## src/rtl/usb_pkg.sv

```systemverilog
// Shared constants and types for the USB protocol controller.
package usb_pkg;

  // Token / handshake / data PIDs (4-bit form as seen on rx_packet).
  localparam logic [3:0] PidOut   = 4'b0001;
  localparam logic [3:0] PidAck   = 4'b0010;
  localparam logic [3:0] PidData0 = 4'b0011;
  localparam logic [3:0] PidIn    = 4'b1001;
  localparam logic [3:0] PidNak   = 4'b1010;
  localparam logic [3:0] PidData1 = 4'b1011;
  localparam logic [3:0] PidStall = 4'b1110;

  // Command issued to the tx module.
  typedef enum logic [1:0] {
    TxNone = 2'd0,
    TxData = 2'd1,
    TxAck  = 2'd2,
    TxNak  = 2'd3
  } tx_cmd_e;

  typedef enum logic [2:0] {
    StIdle,
    StWaitOutData,
    StIssue,
    StTxWaitStart,
    StTxWaitEnd,
    StWaitHostAck
  } state_e;

  localparam int unsigned TimerWidth     = 8;
  // Host reply / OUT data timeout, in cycles spent in the waiting state.
  localparam int unsigned TIMEOUT_CYCLES = 160;
  // Last counter value in TX_WAIT_START before giving up on the tx module.
  localparam int unsigned TxStartLimit   = 2;

  function automatic logic is_data_pid(input logic [3:0] pid);
    return (pid == PidData0) || (pid == PidData1);
  endfunction

endpackage

```

## src/rtl/timeout_counter.sv

```systemverilog
// Saturating cycle counter with synchronous clear and terminal-count flag.
module timeout_counter #(
  parameter int unsigned Width = 8
) (
  input  logic             clk_i,
  input  logic             rst_i,
  input  logic             clr_i,
  input  logic             en_i,
  input  logic [Width-1:0] term_i,
  output logic             flag_o
);

  logic [Width-1:0] count_q, count_d;

  // Count while enabled, hold at the terminal value (never wraps).
  always_comb begin
    count_d = count_q;
    if (clr_i) begin
      count_d = '0;
    end else if (en_i && (count_q != term_i)) begin
      count_d = count_q + Width'(1);
    end
  end

  // Count register.
  always_ff @(posedge clk_i or posedge rst_i) begin
    if (rst_i) begin
      count_q <= '0;
    end else begin
      count_q <= count_d;
    end
  end

  assign flag_o = (count_q == term_i);

endmodule

```

## src/rtl/usb_protocol_ctrl.sv

```systemverilog
// USB device-side transaction sequencer: decodes received PIDs, commands the
// tx module, and watches for host/tx timeouts. All outputs are registered.
module usb_protocol_ctrl
  import usb_pkg::*;
(
  input  logic       clk,
  input  logic       rst,
  input  logic [3:0] rx_packet,
  input  logic       rx_data_ready,
  input  logic       rx_error,
  input  logic       tx_transfer_active,
  input  logic       tx_error,
  input  logic [6:0] buffer_occupancy,
  input  logic       data_pending,
  output logic [1:0] tx_packet,
  output logic       d_mode,
  output logic       rx_done,
  output logic       tx_done,
  output logic       proto_error,
  output logic       clear_buffer
);

  state_e  state_q, state_d;
  tx_cmd_e cmd_q, cmd_d;
  tx_cmd_e tx_packet_q, tx_packet_d;
  logic    d_mode_q, d_mode_d;
  logic    rx_done_q, rx_done_d;
  logic    tx_done_q, tx_done_d;
  logic    proto_error_q, proto_error_d;
  logic    clear_buffer_q, clear_buffer_d;

  logic                  timer_clr, timer_en, timer_flag;
  logic [TimerWidth-1:0] timer_term;

  timeout_counter #(
    .Width (TimerWidth)
  ) u_timeout_counter (
    .clk_i  (clk),
    .rst_i  (rst),
    .clr_i  (timer_clr),
    .en_i   (timer_en),
    .term_i (timer_term),
    .flag_o (timer_flag)
  );

  // Next-state, command and pulse decode; outputs are derived from the next state.
  always_comb begin
    state_d        = state_q;
    cmd_d          = cmd_q;
    rx_done_d      = 1'b0;
    tx_done_d      = 1'b0;
    proto_error_d  = 1'b0;
    clear_buffer_d = 1'b0;

    unique case (state_q)
      StIdle: begin
        if (rx_data_ready && !rx_error) begin
          if (rx_packet == PidIn) begin
            state_d = StIssue;
            cmd_d   = (data_pending && (buffer_occupancy != '0)) ? TxData : TxNak;
          end else if (rx_packet == PidOut) begin
            state_d = StWaitOutData;
          end
        end
      end
      StWaitOutData: begin
        // A packet arriving in the timeout cycle takes precedence.
        if (rx_data_ready) begin
          if (!rx_error && is_data_pid(rx_packet)) begin
            rx_done_d = 1'b1;
            cmd_d     = TxAck;
            state_d   = StIssue;
          end else begin
            proto_error_d  = 1'b1;
            clear_buffer_d = 1'b1;
            state_d        = StIdle;
          end
        end else if (timer_flag) begin
          proto_error_d  = 1'b1;
          clear_buffer_d = 1'b1;
          state_d        = StIdle;
        end
      end
      StIssue: begin
        state_d = StTxWaitStart;
      end
      StTxWaitStart: begin
        if (tx_error) begin
          proto_error_d = 1'b1;
          state_d       = StIdle;
        end else if (tx_transfer_active) begin
          state_d = StTxWaitEnd;
        end else if (timer_flag) begin
          proto_error_d = 1'b1;
          state_d       = StIdle;
        end
      end
      StTxWaitEnd: begin
        if (tx_error) begin
          proto_error_d = 1'b1;
          state_d       = StIdle;
        end else if (!tx_transfer_active) begin
          state_d = (cmd_q == TxData) ? StWaitHostAck : StIdle;
        end
      end
      StWaitHostAck: begin
        if (rx_data_ready) begin
          if (!rx_error && (rx_packet == PidAck)) begin
            tx_done_d = 1'b1;
          end else begin
            proto_error_d = 1'b1;
          end
          state_d = StIdle;
        end else if (timer_flag) begin
          proto_error_d = 1'b1;
          state_d       = StIdle;
        end
      end
      default: begin
        state_d = StIdle;
      end
    endcase

    timer_en   = state_q inside {StWaitOutData, StTxWaitStart, StWaitHostAck};
    timer_clr  = (state_d != state_q) &&
                 (state_d inside {StWaitOutData, StTxWaitStart, StWaitHostAck});
    timer_term = (state_q == StTxWaitStart) ? TimerWidth'(TxStartLimit)
                                            : TimerWidth'(TIMEOUT_CYCLES);

    tx_packet_d = (state_d == StIssue) ? cmd_d : TxNone;
    d_mode_d    = state_d inside {StIssue, StTxWaitStart, StTxWaitEnd};
  end

  // State, command and registered outputs.
  always_ff @(posedge clk or posedge rst) begin
    if (rst) begin
      state_q        <= StIdle;
      cmd_q          <= TxNone;
      tx_packet_q    <= TxNone;
      d_mode_q       <= 1'b0;
      rx_done_q      <= 1'b0;
      tx_done_q      <= 1'b0;
      proto_error_q  <= 1'b0;
      clear_buffer_q <= 1'b0;
    end else begin
      state_q        <= state_d;
      cmd_q          <= cmd_d;
      tx_packet_q    <= tx_packet_d;
      d_mode_q       <= d_mode_d;
      rx_done_q      <= rx_done_d;
      tx_done_q      <= tx_done_d;
      proto_error_q  <= proto_error_d;
      clear_buffer_q <= clear_buffer_d;
    end
  end

  assign tx_packet    = tx_packet_q;
  assign d_mode       = d_mode_q;
  assign rx_done      = rx_done_q;
  assign tx_done      = tx_done_q;
  assign proto_error  = proto_error_q;
  assign clear_buffer = clear_buffer_q;

endmodule

```

## config.mk

```make
export PLATFORM = sky130hd
export DESIGN_NAME = usb_protocol_ctrl
export DESIGN_NICKNAME = d
export VERILOG_FILES = /design/src/rtl/usb_pkg.sv /design/src/rtl/timeout_counter.sv /design/src/rtl/usb_protocol_ctrl.sv
export SDC_FILE = /design/constraint.sdc
export NUM_CORES = 1
export LEC_CHECK = 0
export CAP_MARGIN = 15
export CORE_MARGIN = 5
export CORE_UTILIZATION = 45
export DETAILED_ROUTE_END_ITERATION = 16
export HOLD_SLACK_MARGIN = 0.1
export PLACE_DENSITY = 0.72
export SYNTH_ARGS = -nofsm -noshare
export SYNTH_HDL_FRONTEND = slang
export SYNTH_SLANG_ARGS = --single-unit
```

## constraint.sdc

```tcl
create_clock -name clk -period 1.8 [get_ports clk]
set_input_delay 0.54 -clock clk [delete_from_list [all_inputs] [get_ports clk]]
set_output_delay 0.54 -clock clk [all_outputs]
set_load 0.01 [all_outputs]
```

==> run summary, run 1 <==
The clock net in this run drives a total of 20 sinks. Summing the areas of all xor and xnor instances in the mapped netlist gives under 10% of the synthesized area. The number of synthesized flops with an enable pin is 0.

After detailed placement, the total cell area comes to ~0.0016 mm². Of all nets on the critical path, the largest fanout is 4. The final critical-path setup slack is 0.0590 ns. On the critical path, the stage with the largest delay is an instance of or4b_4. The via count of the first global-routing pass was 1,144. The slew at the pin closest to its max-slew limit is between 0.3 and 0.4 ns. The congestion estimate from routability-driven global placement came to 0.841. Global routing finished with a remaining overflow of 0. The number of warnings issued by yosys is 0. For this run, design rule violations remaining after detail routing come to 0. The number of rows created at floorplan came out at 18. The kind of end point of the critical path is a flop. Clock-pin slew was measured on the worst setup and hold paths at 0.12 ns. The endpoint arrival time on the critical path is 1.94 ns. The dominant combinational cell family by area after synthesis is simple AND/OR/NAND/NOR gates. Counting cells, the worst reg-to-reg path comes to 4. The max-cap check violation count came out at 0. The net count of the mapped netlist came out at around 150. The flow ran to the end, and the final reports show no timing, DRC or antenna violations. In this run the mean area of a mapped cell was 9.06 µm².

In the final routed layout, each cell accounts on average for 15.4 µm. The highest clock frequency the design can meet came out at 574 MHz. The final count of pins violating max slew came out at 0.

The worst clock skew came out at approximately 0.0065 ns. Ranked by total cell area, the synthesized netlist is headed by dfrtp_1 43%, nor2_1 4.5%, nand2_1 4.2%. Internal power comes to 1.05 mW. During I/O placement, the number of pins put on the boundary was 25. The number of buffers added on ports came out at 24. The share of post-route cells with drive strength above 1 came out at between 20% and 30%. For this run, asynchronously set or reset flops after synthesis account for 100%. The share of synthesized area occupied by flip-flops and latches is ~43%.

The hold violation total from the final report is 0. The total core area came out at 0.00248 mm². The violation count after the first detailed-route iteration is 49. Of all cell types, the one taking the most synthesized area is dfrtp_1. The width of the die is about 61 µm. The vertical extent of the die came out at 61.0 µm. Net switching is 37.9% of the power. For this design the total switching power over the nets is 642 µW. On the critical path the largest part of the delay comes from simple AND/OR/NAND/NOR gates.

The logic depth of the worst setup path including buffers came out at 6. The diode insertion count for antenna repair is 0. The share of total power in the clock network came out at around 15%. Ranked by instance count, the synthesized netlist is headed by 20 x dfrtp_1, 14 x nor2_1, 13 x nand2_1. The post-synthesis cell area is 0.00117 mm². The master cell of the clock root buffer is clkbuf_4. The number of optimization iterations in the first detailed-route pass is 4. The final total negative setup slack came out at 0 ns. The critical path in this run is classified as primary input to flop.

The sum of internal, switching and leakage power is 1.70 mW. Traced cell by cell, the critical path runs through dlygate4sd2_1 -> and4bb_1 -> or4b_4 -> o21ai_4 -> buf_6 -> nor2_1. The clock period minus worst slack is 1.74 ns. The maximum count of clock buffers along a single path came out at 2. The post-synthesis adder-cell area fraction is 1.07%. The number of standard cells after synthesis came out at 129. The post-detailed-route count of antenna-violating nets is 0. The fraction of synthesized cell area taken by the top area cell type came out at 42.8%. The worst hold slack after final layout is 0.549 ns. The endpoint required time on the critical path is 2.00 ns.

The wire length of the first global-routing pass came out at 4920 µm. The worst voltage drop across the vdd grid came out at 788 µV. After Yosys synthesis, and, or, nand and nor cells account for 25.6% of the synthesized area. The final core utilization came out at 66.7%.

The number of setup violations in the final report is 0. At the end of the flow, the number of nets in the layout was roughly 190. The detailed placement HPWL is approximately 2300 µm. The finished cells cover 0.00165 mm².

The kind of path behind the tightest hold check is primary input to asynchronous set/reset pin. The maximum number of pins on one net before global-route repair is 21. The pre-CTS setup slack came out at -0.515 ns. The dominant cell by count in the synthesized netlist is dfrtp_1.

The share of power burned in combinational logic is a little over two fifths. The total routing resource utilization after global routing is roughly 18%. The floorplan step defined a die boundary enclosing 0.00372 mm². In this run the static leakage power is about 0.7 nW.

The effective utilization at floorplan came out at a little under half. The fraction of the cycle the final worst path needs came out at 96.7%. The power per standard cell area came out at between 1000 and 1500 mW/mm².

The post-detailed-routing wire length is 3100 µm. The register share of total power came out at 41.0%. Setup repair after global routing left no endpoint under its margin.

The via count normalized by instance count came out at ~5.8. TritonCTS built the clock tree. The number of cells in the finished layout apart from fillers is about 200. The multiplexer area fraction after synthesis came out at 1.71%. The insertion delay to the later sink of the worst-skew pair came out at 0.30 ns. CTS built an H-tree with a depth of 1.

The initial antenna violation count was 0. Including well taps, the total number of placed cells is 195. The relative slew slack is 74.0%. STA classifies the critical path startpoint as a primary input.

The number of buffer and inverter stages on the critical path came out at 2. The delay contributed by the slowest stage of the critical path is 0.50 ns. The number of unique standard cell types used by synthesis is 41. The number of buffers added by the clock tree synthesis step is 3. For this run, the leading register cell type out of synthesis is dfrtp_1.

The count of state elements after synthesis came out at 20. Summing the areas of all compound-gate instances in the mapped netlist gives 21.7% of the synthesized area. Summing over every cut layer, the via total after detailed routing is around 1,200.

The area added between synthesis and finish is 41.3%.
[what timing repair did]
| item | CTS | global route |
|---|---|---|
| resized for setup | 15 | 5 |
| setup buffers | 2 | 0 |
| endpoints found under the setup margin | 13 | 10 |
| pin swaps | 6 | 3 |
| hold buffers | 0 | 0 |
[cell type report]
cell class              instances  area, µm²
clock buffers                   4       36.3
fillers                       211        826
inverters                       4       15.0
multi-input cells             100        678
flip-flops and latches         20        500
well taps                      30       37.5
repair buffers                 43        384
[state kept, by name (all words and copies together), names as in the netlist]
signal and cells:
rx_done 1, clear_buffer 1, cmd_q 2, state_q 3, tx_done 1, d_mode 1
proto_error 1, u_timeout_counter.count_q 8, tx_packet 2
[kinds of logic after synthesis]
family,Yosys count
muxes,2
buffers and inverters,9
xor gates and xnor gates,5
AOI/OAI and AO/OA,35
DFF,20
and+or+nand+nor,57
adders and majority gates,1
[metal layers]
layer  track usage, %  vias to the layer above  wire length (µm)
met1             21.9                      569              1380
met5                0                        -                 0
met3             3.19                        4               153
li1                 -                      549                 -
met4             7.74                        0                46
met2             29.9                       35              1520
[worst paths after layout]
| kind | startpoint | slack (ns) | endpoint |
|---|---|---|---|
| setup / recovery | rx_error | 0.06 | u_timeout_counter.count_q[5]$_DFFE_PP0P_ |
| hold / removal | rst | 0.55 | u_timeout_counter.count_q[6]$_DFFE_PP0P_ |
| setup reg to reg | state_q[1]$_DFF_PP0_ | 0.14 | proto_error$_DFF_PP0_ |
| hold reg to reg | u_timeout_counter.count_q[7]$_DFFE_PP0P_ | 0.58 | u_timeout_counter.count_q[7]$_DFFE_PP0P_ |
| max in group asynchronous | rst | 1.04 | tx_packet[1]$_DFF_PP0_ |
| min in group clk | u_timeout_counter.count_q[7]$_DFFE_PP0P_ | 0.58 | u_timeout_counter.count_q[7]$_DFFE_PP0P_ |
[placed cells by master (no fill, tap or decap), types with 2 or more instances in the layout]
master	synthesis	layout
a21oi_1	8	7
and3b_1	2	2
buf_4	1	17
buf_6	0	2
clkbuf_4	0	3
clkdlybuf4s50_1	0	15
dfrtp_1	20	20
dlygate4sd2_1	0	7
inv_1	4	4
mux2i_1	2	2
nand2_1	13	13
nand3_1	4	4
nor2_1	14	14
nor2b_1	4	4
nor3_1	7	7
nor3b_1	2	2
nor4_1	4	3
o211ai_1	3	3
o21a_1	2	2
o21ai_0	7	7
o21bai_1	2	2
xnor2_1	5	5
[tightest hold or removal path: cells and delay by family]
family / cells / cell delay (ns)
buf+inv: 3 / 0.70
[power groups by stage]
stage | sequential (mW) | clock (mW) | combinational [mW]
after floorplan | 0.644 | 0 | 0.445
after global placement | 0.684 | 0 | 0.637
after detailed placement | 0.693 | 0 | 0.654
after CTS | 0.690 | 0.269 | 0.730
after global routing | 0.705 | 0.287 | 0.809
final | 0.695 | 0.261 | 0.740
No activity file was read; power rests on OpenSTA's default activity.
==> inputs of run 2 (changes only) <==
- CORE_MARGIN: 5 -> 2
- CTS_BUF_LIST: unset -> sky130_fd_sc_hd__clkbuf_16
- clock period: 1.8 -> 2.2 ns (I/O delays scaled with it)
==> run 2 against run 1 <==
  * Clock-buffer cell count decreased by 1
  * Via count down 4.1%
  * Wire length fell by 5.3%
  * Critical path type unchanged
==> run summary, run 2 (same netlist as run 1, synthesis figures left out) <==
The clock period minus worst slack is 2.13 ns. The clock tree from TritonCTS is done (unchanged). The number of optimization iterations in the first detailed-route pass came out at 4 (unchanged). The post-cts gate resize count came out at 0 (was 15). The number of I/O pins is 25 (unchanged). The fraction of the cycle the final worst path needs came out at between 90% and 100%. The total core area came out at 0.00248 mm² (unchanged). The hold violation total from the final report came out at 0 (unchanged). The post-placement cell area is 0.00150 mm² (was 0.00155 mm²). The number of nets in the layout came out at 183 (was 191). The share of post-route cells with drive strength above 1 came out at 13.5% (was 20.5%). The type of origin of the critical path is a primary input (unchanged). The routed length per placed instance is 15.2 µm (was 15.4 µm). The most common library cell in the layout ignoring fill and taps is clkdlybuf4s50_1 (was dfrtp_1). The register-to-register setup slack was 0.44 ns (was 0.14 ns).

The endpoint required time on the critical path is 2.32 ns (was 2.00 ns). The insertion delay to the later sink of the worst-skew pair was 0.26 ns (was 0.30 ns). The startpoint of the lowest-slack register-to-register path is state_q[0]$_DFF_PP0_ (was state_q[1]$_DFF_PP0_). The via count normalized by instance count is 5.75 (was 5.76).

The violation count after the first detailed-route iteration came to 33 (was 49). Setup repair after global routing missed its margin: false (unchanged). The post-detailed-route count of antenna-violating nets is 0 (unchanged). The max-cap check violation count is 0 (unchanged). The highest clock frequency the design can meet is 471 MHz. The clock transition at the registers of the reported paths came out at 0.06 ns (was 0.12 ns). The final standard cell area without fillers is 0.00162 mm² (was 0.00165 mm²). Outcome: finished clean (unchanged). The effective utilization at floorplan is 47.2% (unchanged). The number of rows created at floorplan is 18 (unchanged). The kind of path behind the tightest hold check was flop to flop (was primary input to asynchronous set/reset pin). The worst voltage drop across the vdd grid came out at 697 µV (was 788 µV).

The number of setup violations in the final report came out at 0 (unchanged). The detailed placement HPWL is 2140 µm (was 2310 µm). The worst hold path depth came out at 1. The total routing resource utilization after global routing came out at 21.9% (was 17.7%). The via count of the first global-routing pass is 1,022 (was 1,144).

The die footprint was 0.00302 mm² (was 0.00372 mm²). The endpoint of the most critical register-to-register path is state_q[0]$_DFF_PP0_ (was proto_error$_DFF_PP0_). The largest fanout on the critical path came out at 5 (was 4). The post-detailed-routing wire length came out at 2940 µm (was 3100 µm).

The wire length of the first global-routing pass came out at 4640 µm (was 4920 µm). The maximum number of pins on one net before global-route repair was 21 (unchanged). The endpoint arrival time on the critical path is 2.25 ns (was 1.94 ns). The path with the worst hold slack has its endpoint at cmd_q[1]$_DFF_PP0_. Registers with the most flip-flops: u_timeout_counter.count_q x8, state_q x3 (unchanged).

The maximum count of clock buffers along a single path is 2 (unchanged). The number of buffers added by the clock tree synthesis step came out at 3 (unchanged). The leakage dissipation is 0.680 nW (was 0.721 nW). Top library cells by usage in the layout, fill and taps aside: 24 x clkdlybuf4s50_1, 20 x dfrtp_1, 14 x nor2_1 (was 20 x dfrtp_1, 17 x buf_4, 15 x clkdlybuf4s50_1). The global-route congestion overflow total came out at 0 (unchanged).

The master cell of the clock root buffer is clkbuf_16 (was clkbuf_4). The diode insertion count for antenna repair came out at 0 (unchanged). The slew at the pin closest to its max-slew limit came out at 0.482 ns (was 0.390 ns). The number of design rule violations left after detail routing came out at 0 (unchanged). The number of buffers added on ports is 24 (unchanged). The kind of end point of the critical path is a flop (unchanged). The type of the worst setup path was primary input to flop (unchanged). The number of flip-flops under the largest register name came out at 8 (unchanged). The number of H-tree branching levels came out at 1 (unchanged).

The number of hold buffers added after cts came out at 0 (unchanged). The width of the die is 55.0 µm (was 61.0 µm). The routed via count came to 1,110 (was 1,157).

The worst clock skew is 0.00458 ns (was 0.00646 ns). The worst hold path begins at cmd_q[1]$_DFF_PP0_. The register ranked first by flip-flop count was u_timeout_counter.count_q (unchanged).

The area added between synthesis and finish is 38.5% (was 41.3%). The vertical extent of the die came out at 55.0 µm (was 61.0 µm). The final RePlAce weighted congestion came out at 0.876 (was 0.841).

The relative slew slack is 67.7% (was 74.0%). The count of cells along the worst register-to-register path is 5 (was 4). The sum of internal, switching and leakage power came out at 1.60 mW (was 1.70 mW). The initial antenna violation count was 0 (unchanged). The final count of pins violating max slew is 0 (unchanged). The number of sinks handled by clock tree synthesis is 20 (unchanged). The power per standard cell area came to 988 mW/mm² (was 1030 mW/mm²).

The total setup buffers inserted after CTS came out at 0 (was 2).
run 2: cell count changes in the layout (fill, tap and decap cells not counted), moves of 2 or more:
cell / delta
clkbuf_16: +3
buf_4: -7
clkbuf_4: -3
buf_6: -2
clkdlybuf4s50_1: +9
dlygate4sd2_1: -7
run 2: layout make-up:
type | instances | area (µm²)
Clock buffer | 3 | 75.1
Sequential cell | 20 | 500
Timing Repair Buffer | 34 | 315
Multi-Input combinational cell | 101 | 646
Inverter | 4 | 15.0
Tap cell | 30 | 37.5
Fill cell | 203 | 858
Clock inverter | 1 | 30.0
run 2: how the worst max path moves through the flow:
| stage | from | to | cells after the start |
|---|---|---|---|
| CTS | rx_error | d_mode$_DFF_PP0_ | 5 |
| floorplan | rx_error | d_mode$_DFF_PP0_ | 5 |
| detailed placement | buffer_occupancy[2] | cmd_q[1]$_DFF_PP0_ | 5 |
| finish | rx_packet[2] | d_mode$_DFF_PP0_ | 5 |
| global placement | rx_error | d_mode$_DFF_PP0_ | 5 |
| global route | rx_packet[2] | d_mode$_DFF_PP0_ | 5 |
run 2: through the flow:
| stage | utilization (%) | instances | TNS [ns] | hold WS [ns] | worst slack (ns) |
|---|---|---|---|---|---|
| 2_1_floorplan | - | 129 | 0 | 0.487 | 0.216 |
| 3_3_place_gp | 60.5 | 188 | -1.60 | 0.513 | -0.179 |
| 3_5_place_dp | 60.5 | 188 | -2.05 | 0.525 | -0.217 |
| 4_1_cts | 64.7 | 192 | 0 | 0.542 | 0.0227 |
| 5_1_grt | 65.4 | 193 | 0 | 0.576 | 0.00646 |
| 6_report | 65.4 | 193 | 0 | 0.539 | 0.0749 |
run 2: worst max-delay path, stage by stage:
cell	delay, ns
clkdlybuf4s50_1	0.41
and4bb_1	0.31
or4b_4	0.52
o21ai_4	0.23
o221ai_2	0.11
run 2: report_power, final:
part	total, mW	switching (mW)	internal [mW]	leakage [nW]
registers	0.561	0.108	0.453	0.265
logic	0.536	0.285	0.251	0.364
clock network	0.502	0.141	0.361	0.0511
total	1.60	0.534	1.06	0.680
run 2: per-layer routing:
| metal | track usage [%] | vias to the layer above | share of wire [%] |
|---|---|---|---|
| li1 | - | 536 | - |
| met1 | 29.5 | 528 | 43 |
| met2 | 35.5 | 41 | 49 |
| met3 | 3.49 | 5 | 6.5 |
| met4 | 8.13 | 0 | 1.2 |
| met5 | 0 | - | 0 |
